`config.mk`:
```
export PLATFORM = sky130hd
export DESIGN_NAME = multi_edge_sync_flat
export DESIGN_NICKNAME = d
export VERILOG_FILES = /design/src/rtl/multi_edge_sync_if.sv /design/src/rtl/multi_edge_sync.sv /design/src/flat_wrapper.sv
export SDC_FILE = /design/constraint.sdc
export NUM_CORES = 1
export LEC_CHECK = 0
export BUFFER_PORTS_ARGS = -buffer_cell sky130_fd_sc_hd__clkbuf_2
export CAP_MARGIN = 15
export CORE_AREA = 3 3 55 44
export CTS_BUF_LIST = sky130_fd_sc_hd__clkbuf_16
export CTS_CLUSTER_SIZE = 8
export DETAILED_ROUTE_END_ITERATION = 10
export DIE_AREA = 0 0 58 47
export PLACE_DENSITY = 0.8
export SLEW_MARGIN = 20
export SYNTH_ARGS = -nofsm -noshare
export SYNTH_HDL_FRONTEND = slang
export SYNTH_SLANG_ARGS = --single-unit
```
`constraint.sdc`:
```
create_clock -name clk -period 2.5 [get_ports clk]
set_input_delay 0.5 -clock clk [delete_from_list [all_inputs] [get_ports clk]]
set_output_delay 0.5 -clock clk [all_outputs]
set_load 0.005 [all_outputs]
```
`src/rtl/multi_edge_sync_if.sv`:
```
// Bundle of per-channel async inputs, detect modes, acks and event status
// exchanged between the edge-sync block and its consumer.
interface multi_edge_sync_if #(
    parameter int CHANNELS = 4
);
    logic [CHANNELS-1:0]   async_in;
    logic [2*CHANNELS-1:0] mode;
    logic [CHANNELS-1:0]   ack;
    logic [CHANNELS-1:0]   level;
    logic [CHANNELS-1:0]   pulse;
    logic [CHANNELS-1:0]   pending;
    logic [CHANNELS-1:0]   missed;

    modport master (
        output async_in, mode, ack,
        input  level, pulse, pending, missed
    );

    modport slave (
        input  async_in, mode, ack,
        output level, pulse, pending, missed
    );
endinterface

```
`src/rtl/multi_edge_sync.sv`:
```
// Multi-channel input synchroniser with per-channel rising/falling edge detect,
// sticky pending/missed event flags and a post-reset arm window.
module multi_edge_sync #(
    parameter int CHANNELS    = 4,
    parameter int SYNC_STAGES = 2
) (
    input logic              clk,
    input logic              reset,
    multi_edge_sync_if.slave bus
);
    localparam int ARM_W = $clog2(SYNC_STAGES + 2);
    localparam logic [ARM_W-1:0] ARM_DONE = ARM_W'(SYNC_STAGES + 1);

    logic [CHANNELS-1:0] sync_q [SYNC_STAGES];
    logic [CHANNELS-1:0] prev_q;
    logic [CHANNELS-1:0] pulse_q, pulse_d;
    logic [CHANNELS-1:0] pending_q, pending_d;
    logic [CHANNELS-1:0] missed_q, missed_d;
    logic [ARM_W-1:0]    arm_q, arm_d;

    logic [CHANNELS-1:0] level;
    logic [CHANNELS-1:0] rise;
    logic [CHANNELS-1:0] fall;
    logic [CHANNELS-1:0] evt;
    logic                armed;

    always_comb begin
        level = sync_q[SYNC_STAGES-1];
        rise  = level & ~prev_q;
        fall  = ~level & prev_q;
        armed = (arm_q == ARM_DONE);
        evt   = '0;
        for (int i = 0; i < CHANNELS; i++) begin
            evt[i] = armed & ((bus.mode[2*i] & rise[i]) | (bus.mode[2*i+1] & fall[i]));
        end
        // An ack in the same cycle as a new event retires the old one only.
        pulse_d   = evt;
        pending_d = evt | (pending_q & ~bus.ack);
        missed_d  = (evt & pending_q & ~bus.ack) | (missed_q & ~(bus.ack & pending_q));
        arm_d     = armed ? arm_q : arm_q + 1'b1;
    end

    always_ff @(posedge clk or negedge reset) begin
        if (!reset) begin
            for (int s = 0; s < SYNC_STAGES; s++) begin
                sync_q[s] <= '0;
            end
            prev_q    <= '0;
            pulse_q   <= '0;
            pending_q <= '0;
            missed_q  <= '0;
            arm_q     <= '0;
        end else begin
            sync_q[0] <= bus.async_in;
            for (int s = 1; s < SYNC_STAGES; s++) begin
                sync_q[s] <= sync_q[s-1];
            end
            prev_q    <= level;
            pulse_q   <= pulse_d;
            pending_q <= pending_d;
            missed_q  <= missed_d;
            arm_q     <= arm_d;
        end
    end

    assign bus.level   = level;
    assign bus.pulse   = pulse_q;
    assign bus.pending = pending_q;
    assign bus.missed  = missed_q;
endmodule

```
`src/flat_wrapper.sv`:
```
// flat-port wrapper written by rule: the top's interface ports become plain ports
module multi_edge_sync_flat 
#(
    parameter int CHANNELS    = 4,
    parameter int SYNC_STAGES = 2
)
  (clk, reset, bus_async_in, bus_mode, bus_ack, bus_level, bus_pulse, bus_pending, bus_missed);
  multi_edge_sync_if #(.CHANNELS(CHANNELS)) bus_i ();
  input logic clk;
  input logic reset;
  input wire logic [$bits(bus_i.async_in)-1:0] bus_async_in;
  input wire logic [$bits(bus_i.mode)-1:0] bus_mode;
  input wire logic [$bits(bus_i.ack)-1:0] bus_ack;
  output wire logic [$bits(bus_i.level)-1:0] bus_level;
  output wire logic [$bits(bus_i.pulse)-1:0] bus_pulse;
  output wire logic [$bits(bus_i.pending)-1:0] bus_pending;
  output wire logic [$bits(bus_i.missed)-1:0] bus_missed;
  assign bus_i.async_in = bus_async_in;
  assign bus_i.mode = bus_mode;
  assign bus_i.ack = bus_ack;
  assign bus_level = bus_i.level;
  assign bus_pulse = bus_i.pulse;
  assign bus_pending = bus_i.pending;
  assign bus_missed = bus_i.missed;
  multi_edge_sync #(.CHANNELS(CHANNELS), .SYNC_STAGES(SYNC_STAGES)) u_core (.clk(clk), .reset(reset), .bus(bus_i));
endmodule
```
==> results of run 1 <==
stage by stage:
step           power, mW  hold WS [ns]  cell area, um2  util, %  std cells
2_1_floorplan      0.508         0.204             945        -         70
4_1_cts            0.906         0.274            1180     60.0        126
5_1_grt            0.936         0.301            1180     60.0        126
3_3_place_gp       0.550         0.332            1100     56.0        122
6_report           0.898         0.241            1180     60.0        126
3_5_place_dp       0.555         0.336            1100     56.0        122
registers in the layout, indices dropped and copies added (netlist names):
name / flops
u_core.bus.level: 4
u_core.arm_q: 2
u_core.sync_q: 4
u_core.bus.pending: 4
u_core.bus.pulse: 4
u_core.prev_q: 4
u_core.bus.missed: 4
cell families (layout without fill, tap and decap cells):
| family | count (synthesis) | after routing | share of synthesized area [%] |
|---|---|---|---|
| AND/OR/NAND/NOR | 28 | 28 | 18.0 |
| flip-flops | 26 | 26 | 68.9 |
| buffers and inverters | 9 | 41 | 5.96 |
| AO/OA/AOI/OAI | 4 | 4 | 3.71 |
| adder cells (fa/ha/maj) | 1 | 1 | 1.32 |
| XOR/XNOR | 1 | 1 | 0.927 |
| multiplexers | 1 | 1 | 1.19 |
cell usage after synthesis (all sizes together):
cell	count	area, um2
xnor2	1	8.76
mux2	1	11.3
nor2	4	15.0
dfrtp	26	651
ha	1	12.5
inv	4	15.0
nand2	4	15.0
nand4b	8	70.1
a311oi	4	35.0
nand3	4	20.0
buf	5	41.3
and2	4	25.0
nand2b	4	25.0
worst max-delay path: stages (launching register included):
cell	delay, ns
dfrtp_1	0.37
ha_1	0.38
nand4b_1	0.24
a311oi_1	0.38
placed cells by master, fill, tap and decap left out:
| master | netlist | layout |
|---|---|---|
| a311oi_1 | 4 | 4 |
| and2_1 | 4 | 4 |
| clkbuf_16 | 0 | 3 |
| clkbuf_2 | 0 | 33 |
| clkinv_1 | 0 | 1 |
| dfrtp_1 | 26 | 26 |
| ha_1 | 1 | 1 |
| inv_1 | 4 | 4 |
| mux2_2 | 1 | 1 |
| nand2_1 | 4 | 4 |
| nand2b_1 | 4 | 4 |
| nand3_1 | 4 | 4 |
| nand4b_1 | 8 | 8 |
| nor2_1 | 4 | 4 |
| xnor2_1 | 1 | 1 |
report_power, final:
part / internal [mW] / switching, mW
Combinational: 0.0404 / 0.0393
Clock: 0.214 / 0.137
Sequential: 0.449 / 0.0179
Total: 0.703 / 0.194
per-layer routing:
layer	vias to the layer above	GRT usage (%)	wire length [um]
met5	-	0	0
met4	0	1.39	0
met3	0	7.14	175
met2	29	24.5	799
met1	299	15.9	747
li1	299	-	-
final timing paths:
| check | end | from | slack (ns) |
|---|---|---|---|
| setup / recovery | u_core.bus.missed[2] | u_core.arm_q[0] | 1.03 |
| hold / removal | u_core.bus.pulse[0] | reset | 0.24 |
| setup reg to reg | u_core.bus.missed[2] | u_core.arm_q[0] | 1.03 |
| hold reg to reg | u_core.bus.level[1] | u_core.sync_q[5] | 0.35 |
| max in group asynchronous | u_core.arm_q[1] | reset | 1.85 |
| min in group clk | u_core.sync_q[6] | bus_async_in[2] | 0.35 |
layout make-up:
| type | instances | area, um2 |
|---|---|---|
| fill | 169 | 785 |
| sequential | 26 | 651 |
| multi-input combinational | 35 | 238 |
| timing repair buffer | 33 | 165 |
| clock buffer | 3 | 75.1 |
| tap | 24 | 30.0 |
| inverter | 4 | 15.0 |
| clock inverter | 1 | 3.75 |
==> summary.md, run 1 <==
| Metric | Value |
|---|---|
| Place WS | `around 1.1 ns` |
| Num ports | `34` |
| Netlist cell types | `14` |
| Final count of negative-setup-slack endpoints | `0` |
| Slew Limit Fails | `0` |
| Setup Crit Path Kind | `flop to flop` |
| Clock Root Buffer | `clkbuf_16` |
| Initial Util | `between 40 and 50%` |
| Final Cycle Share | `about three fifths` |
| Total global-route track usage | `approximately 14%` |
| Max-cap violations | `0` |
| DPL Wire Length | `around 1.2 mm` |
| Initial antenna violation count | `0` |
| CP Data Required Time | `2.65 ns` |
| CP max FO | `10` |
| Post-Syn Area | `around 940 um2` |
| Syn_area_per_cell | `between 10 and 15 um2` |
| Final Hold Fails | `0` |
| Final setup TNS | `0 ns` |
| First-pass GRT wire length | `2.72 mm` |
| Via density | `4.98` |
| FF+latch count, synth | `26` |
| Core Region | `0.00196 mm2` |
| Routability Congestion | `between 0.7 and 0.8` |
| Syn_nets | `89` |
| Clock latency on the worst-skew pair | `roughly 0.26 ns` |
| Largest net degree at the start of global routing | `27` |
| Leakage | `slightly below 0.6 nW` |
| Final net count | `approximately 120` |
| Drt first pass iters | `2` |
| Area delta synth->final | `24.6%` |
| Fraction of layout cells with a size suffix above 1 | `36.3%` |
| Die area | `roughly 0.0027 mm2` |
| Sequential area share after synthesis | `between 60 and 70%` |
| Antenna viol nets, final | `0` |
| DRC | `0` |
| Clk sink count | `26` |
| Row cnt | `14` |
| Max-slew headroom | `~59%` |
| Run status | `complete, no violations` |
| Peak supply drop | `roughly 630 uV` |
| Port Buffers | `33` |
| YS warnings | `0` |
| CP Data Arrival Time | `1.62 ns` |
| RSZ-0062 raised after global routing | `false` |
| H-tree level count | `1` |
| Die span in x | `just under 60 um` |
| Vias in the first global route | `625` |
| Post-CTS resize count | `0` |
| Hold Buf Count CTS | `0` |
| Grt ovf | `0` |
| Post-synthesis cell count | `70` |
| TritonCTS buffer count | `3` |
| Drt wl/cell | `~14 um` |
| Ant diodes | `0` |
| CTS Buffer Depth | `2` |
| 1st-iter DRT viols | `6` |
| R2R depth | `3` |
| CP Launch Type | `flop` |
| Final WL | `~1.7 mm` |
| CTS tree | `done` |
| Fin worst setup slack | `1.03 ns` |
| Worst min path class | `input pin to async pin` |
| Pin slew with the least headroom to its limit | `0.619 ns` |
| Via Count | `627` |
| CTS clk-pin slew, worst paths | `~0.060 ns` |
| Pwr dens | `about 760 mW/mm2` |
| Skew final | `between 0.006 and 0.007 ns` |
| Setup Buffers After CTS | `0` |
| Die Y | `approximately 47 um` |
| Max Clock Freq | `between 600 and 700 MHz` |
| Final min period | `1.47 ns` |
| Setup crit end kind | `flop` |
Power figures use the tool's default switching activity.
==> run 2, diff against run 1 <==
--- a/config.mk
+++ b/config.mk
@@ -7,12 +7,12 @@
 export LEC_CHECK = 0
 export BUFFER_PORTS_ARGS = -buffer_cell sky130_fd_sc_hd__clkbuf_2
 export CAP_MARGIN = 15
-export CORE_AREA = 3 3 55 44
+export CORE_AREA = 3 3 56 45
 export CTS_BUF_LIST = sky130_fd_sc_hd__clkbuf_16
 export CTS_CLUSTER_SIZE = 8
 export DETAILED_ROUTE_END_ITERATION = 10
-export DIE_AREA = 0 0 58 47
-export PLACE_DENSITY = 0.8
+export DIE_AREA = 0 0 59 48
+export PLACE_DENSITY = 0.77
 export SLEW_MARGIN = 20
 export SYNTH_ARGS = -nofsm -noshare
 export SYNTH_HDL_FRONTEND = slang
==> constraint.sdc (replaced) <==
create_clock -name clk -period 1.5 [get_ports clk]
set_input_delay 0.3 -clock clk [delete_from_list [all_inputs] [get_ports clk]]
set_output_delay 0.3 -clock clk [all_outputs]
set_load 0.005 [all_outputs]
==> summary.md, run 2 (synthesized netlist as in run 1, its figures left out) <==
| Metric | Value |
|---|---|
| Die span in x | `59 um (+1.7%)` |
| 1st-iter DRT viols | `18 (+12)` |
| Area of the multi-input gates | `238 um2 (unchanged)` |
| CTS tree | `done` |
| Grt ovf | `0 (unchanged)` |
| Routing usage on met1 | `16.5% (+0.64 points)` |
| CP Data Required Time | `1.64 ns (-1.01 ns)` |
| RSZ-0062 raised after global routing | `false` |
| Setup crit end kind | `flop` |
| Ant diodes | `0 (unchanged)` |
| CP Launch Type | `flop` |
| RR Startpoint | `u_core.arm_q[0]` |
| Fraction of layout cells with a size suffix above 1 | `36.6% (+0.36 points)` |
| Place WS | `0.0501 ns (-1.09 ns)` |
| Setup Buffers After CTS | `0 (unchanged)` |
| R2r endpoint | `u_core.bus.missed[1]` |
| Seq pwr share | `53.3% (+1.3 points)` |
| First-pass GRT wire length | `2.44 mm (-10%)` |
| Drt wl/cell | `12.4 um (-9.3%)` |
| DRC | `0 (unchanged)` |
| Die Y | `48 um (+2.1%)` |
| R2R depth | `3 (unchanged)` |
| Fin worst setup slack | `0.0914 ns (-0.935 ns)` |
| Initial antenna violation count | `0 (unchanged)` |
| Commonest non-fill, non-tap cell in the layout | `clkbuf_2` |
| Hold Buf Count CTS | `0 (unchanged)` |
| Final Cycle Share | `93.9% (+35 points)` |
| Clock Root Buffer | `clkbuf_16` |
| Routability Congestion | `0.735 (-3.6%)` |
| Initial Util | `47.3% (-0.84 points)` |
| Final setup TNS | `0 ns (unchanged)` |
| Leakage | `0.591 nW (-0.26%)` |
| Die area | `0.00283 mm2 (+3.9%)` |
| Pin slew with the least headroom to its limit | `0.601 ns (-0.0179 ns)` |
| Final WL | `1.55 mm (-10%)` |
| Register area | `651 um2 (unchanged)` |
| Commonest cells after routing, fill and taps aside | `clkbuf_2 (33), dfrtp_1 (26), nand4b_1 (8)` |
| GRT Max-Usage Layer | `met2` |
| Internal reg-to-reg setup slack | `0.09 ns (-0.94 ns)` |
| Max-slew headroom | `59.9% (+1.2 points)` |
| Via Count | `608 (-3.0%)` |
| Final Hold Fails | `0 (unchanged)` |
| Num ports | `34 (unchanged)` |
| Row cnt | `14 (unchanged)` |
| Port Buffers | `33 (unchanged)` |
| Max-cap violations | `0 (unchanged)` |
| Setup Crit Path Kind | `flop to flop` |
| Sw Pwr | `0.295 mW (+52%)` |
| Fillers | `172 (+1.8%)` |
| Int Pwr | `1.17 mW (+66%)` |
| H-tree level count | `1 (unchanged)` |
| Clk sink count | `26 (unchanged)` |
| CP max FO | `10 (unchanged)` |
| Final min period | `1.41 ns (-0.0649 ns)` |
| Clock latency on the worst-skew pair | `0.25 ns (about the same)` |
| Core Region | `0.00200 mm2 (+1.8%)` |
| Vias in the first global route | `563 (-9.9%)` |
| Antenna viol nets, final | `0 (unchanged)` |
| Final net count | `122 (unchanged)` |
| Largest net degree at the start of global routing | `27 (unchanged)` |
| Switching Fraction | `20.2% (-1.5 points)` |
| Pwr dens | `1250 mW/mm2 (+63%)` |
| Skew final | `0.00221 ns (-0.00403 ns)` |
| Gate power share | `8.7% (-0.2 points)` |
| CTS Buffer Depth | `2 (unchanged)` |
| Post-CTS resize count | `0 (unchanged)` |
| Run status | `complete, no violations` |
| Peak supply drop | `1000 uV (+59%)` |
| Total global-route track usage | `11.8% (-2.1 points)` |
| Clk pwr share | `37.9% (-1.2 points)` |
| CP Data Arrival Time | `1.55 ns (-0.07 ns)` |
| CTS clk-pin slew, worst paths | `0.06 ns (about the same)` |
| TritonCTS buffer count | `3 (unchanged)` |
| Area delta synth->final | `24.2%` |
| Final count of negative-setup-slack endpoints | `0 (unchanged)` |
| Slew Limit Fails | `0 (unchanged)` |
| Met3 Use GR | `3.50% (-3.6 points)` |
| Via density | `4.86 (-2.3%)` |
| Drt first pass iters | `4 (+2)` |
| Worst min path class | `input pin to async pin` |
| DPL Wire Length | `1.24 mm (+0.84%)` |
| M2 GR Usage | `18.3% (-6.3 points)` |
| Max Clock Freq | `710 MHz (+4.6%)` |
[run 2: cell count changes in the layout (fill, tap and decap cells not counted), sizes merged]
| cell | previous run | this run |
|---|---|---|
| clkinv | 1 | 0 |
[run 2: critical path, cell delays in order (launching register included)]
cell      delay, ns
dfrtp_1        0.37
ha_1           0.37
nand4b_1       0.20
a311oi_1       0.35
[run 2: routing by layer]
metal  routed length, um  vias to the layer above  share of wire, %
met5                   0                        -                 0
met1                 718                      279                46
met4                  16                        0               1.0
met3                 143                        2               9.2
li1                    -                      301                 -
met2                 671                       26                43
[run 2: area by class of cell]
cell class	count	area share [%]
flip-flops and latches	26	55.4
multi-input cells	35	20.3
repair buffers	33	14.1
clock buffers	3	6.40
well taps	24	2.56
inverters	4	1.28
[run 2: per-stage QoR]
stage	hold WS, ns	cells	area (um2)	power (mW)	util [%]
finish	0.0442	125	1170	1.46	58.8
detailed placement	0.345	122	1100	0.925	55.0
global placement	0.332	122	1100	0.917	55.0
global route	0.101	125	1170	1.54	58.8
CTS	0.0738	125	1170	1.49	58.8
floorplan	0.00441	70	945	0.846	-
[run 2: power groups by stage]
| stage | Clock, mW | Sequential [mW] | Combinational, mW |
|---|---|---|---|
| finish | 0.555 | 0.780 | 0.128 |
| global route | 0.604 | 0.786 | 0.146 |
| CTS | 0.580 | 0.781 | 0.132 |
| detailed placement | 0 | 0.793 | 0.132 |
| global placement | 0 | 0.789 | 0.129 |
| floorplan | 0 | 0.791 | 0.0556 |
[run 2: worst max path at each step]
stage                           end  cells after the start            start  slack [ns]
2_1_floorplan  u_core.bus.missed[0]                      4  u_core.arm_q[0]        0.39
3_3_place_gp   u_core.bus.missed[2]                      3  u_core.arm_q[0]        0.23
3_5_place_dp   u_core.bus.missed[1]                      3  u_core.arm_q[0]        0.05
4_1_cts        u_core.bus.missed[1]                      3  u_core.arm_q[0]        0.07
5_1_grt        u_core.bus.missed[1]                      3  u_core.arm_q[0]      0.0006
6_report       u_core.bus.missed[1]                      3  u_core.arm_q[0]        0.09
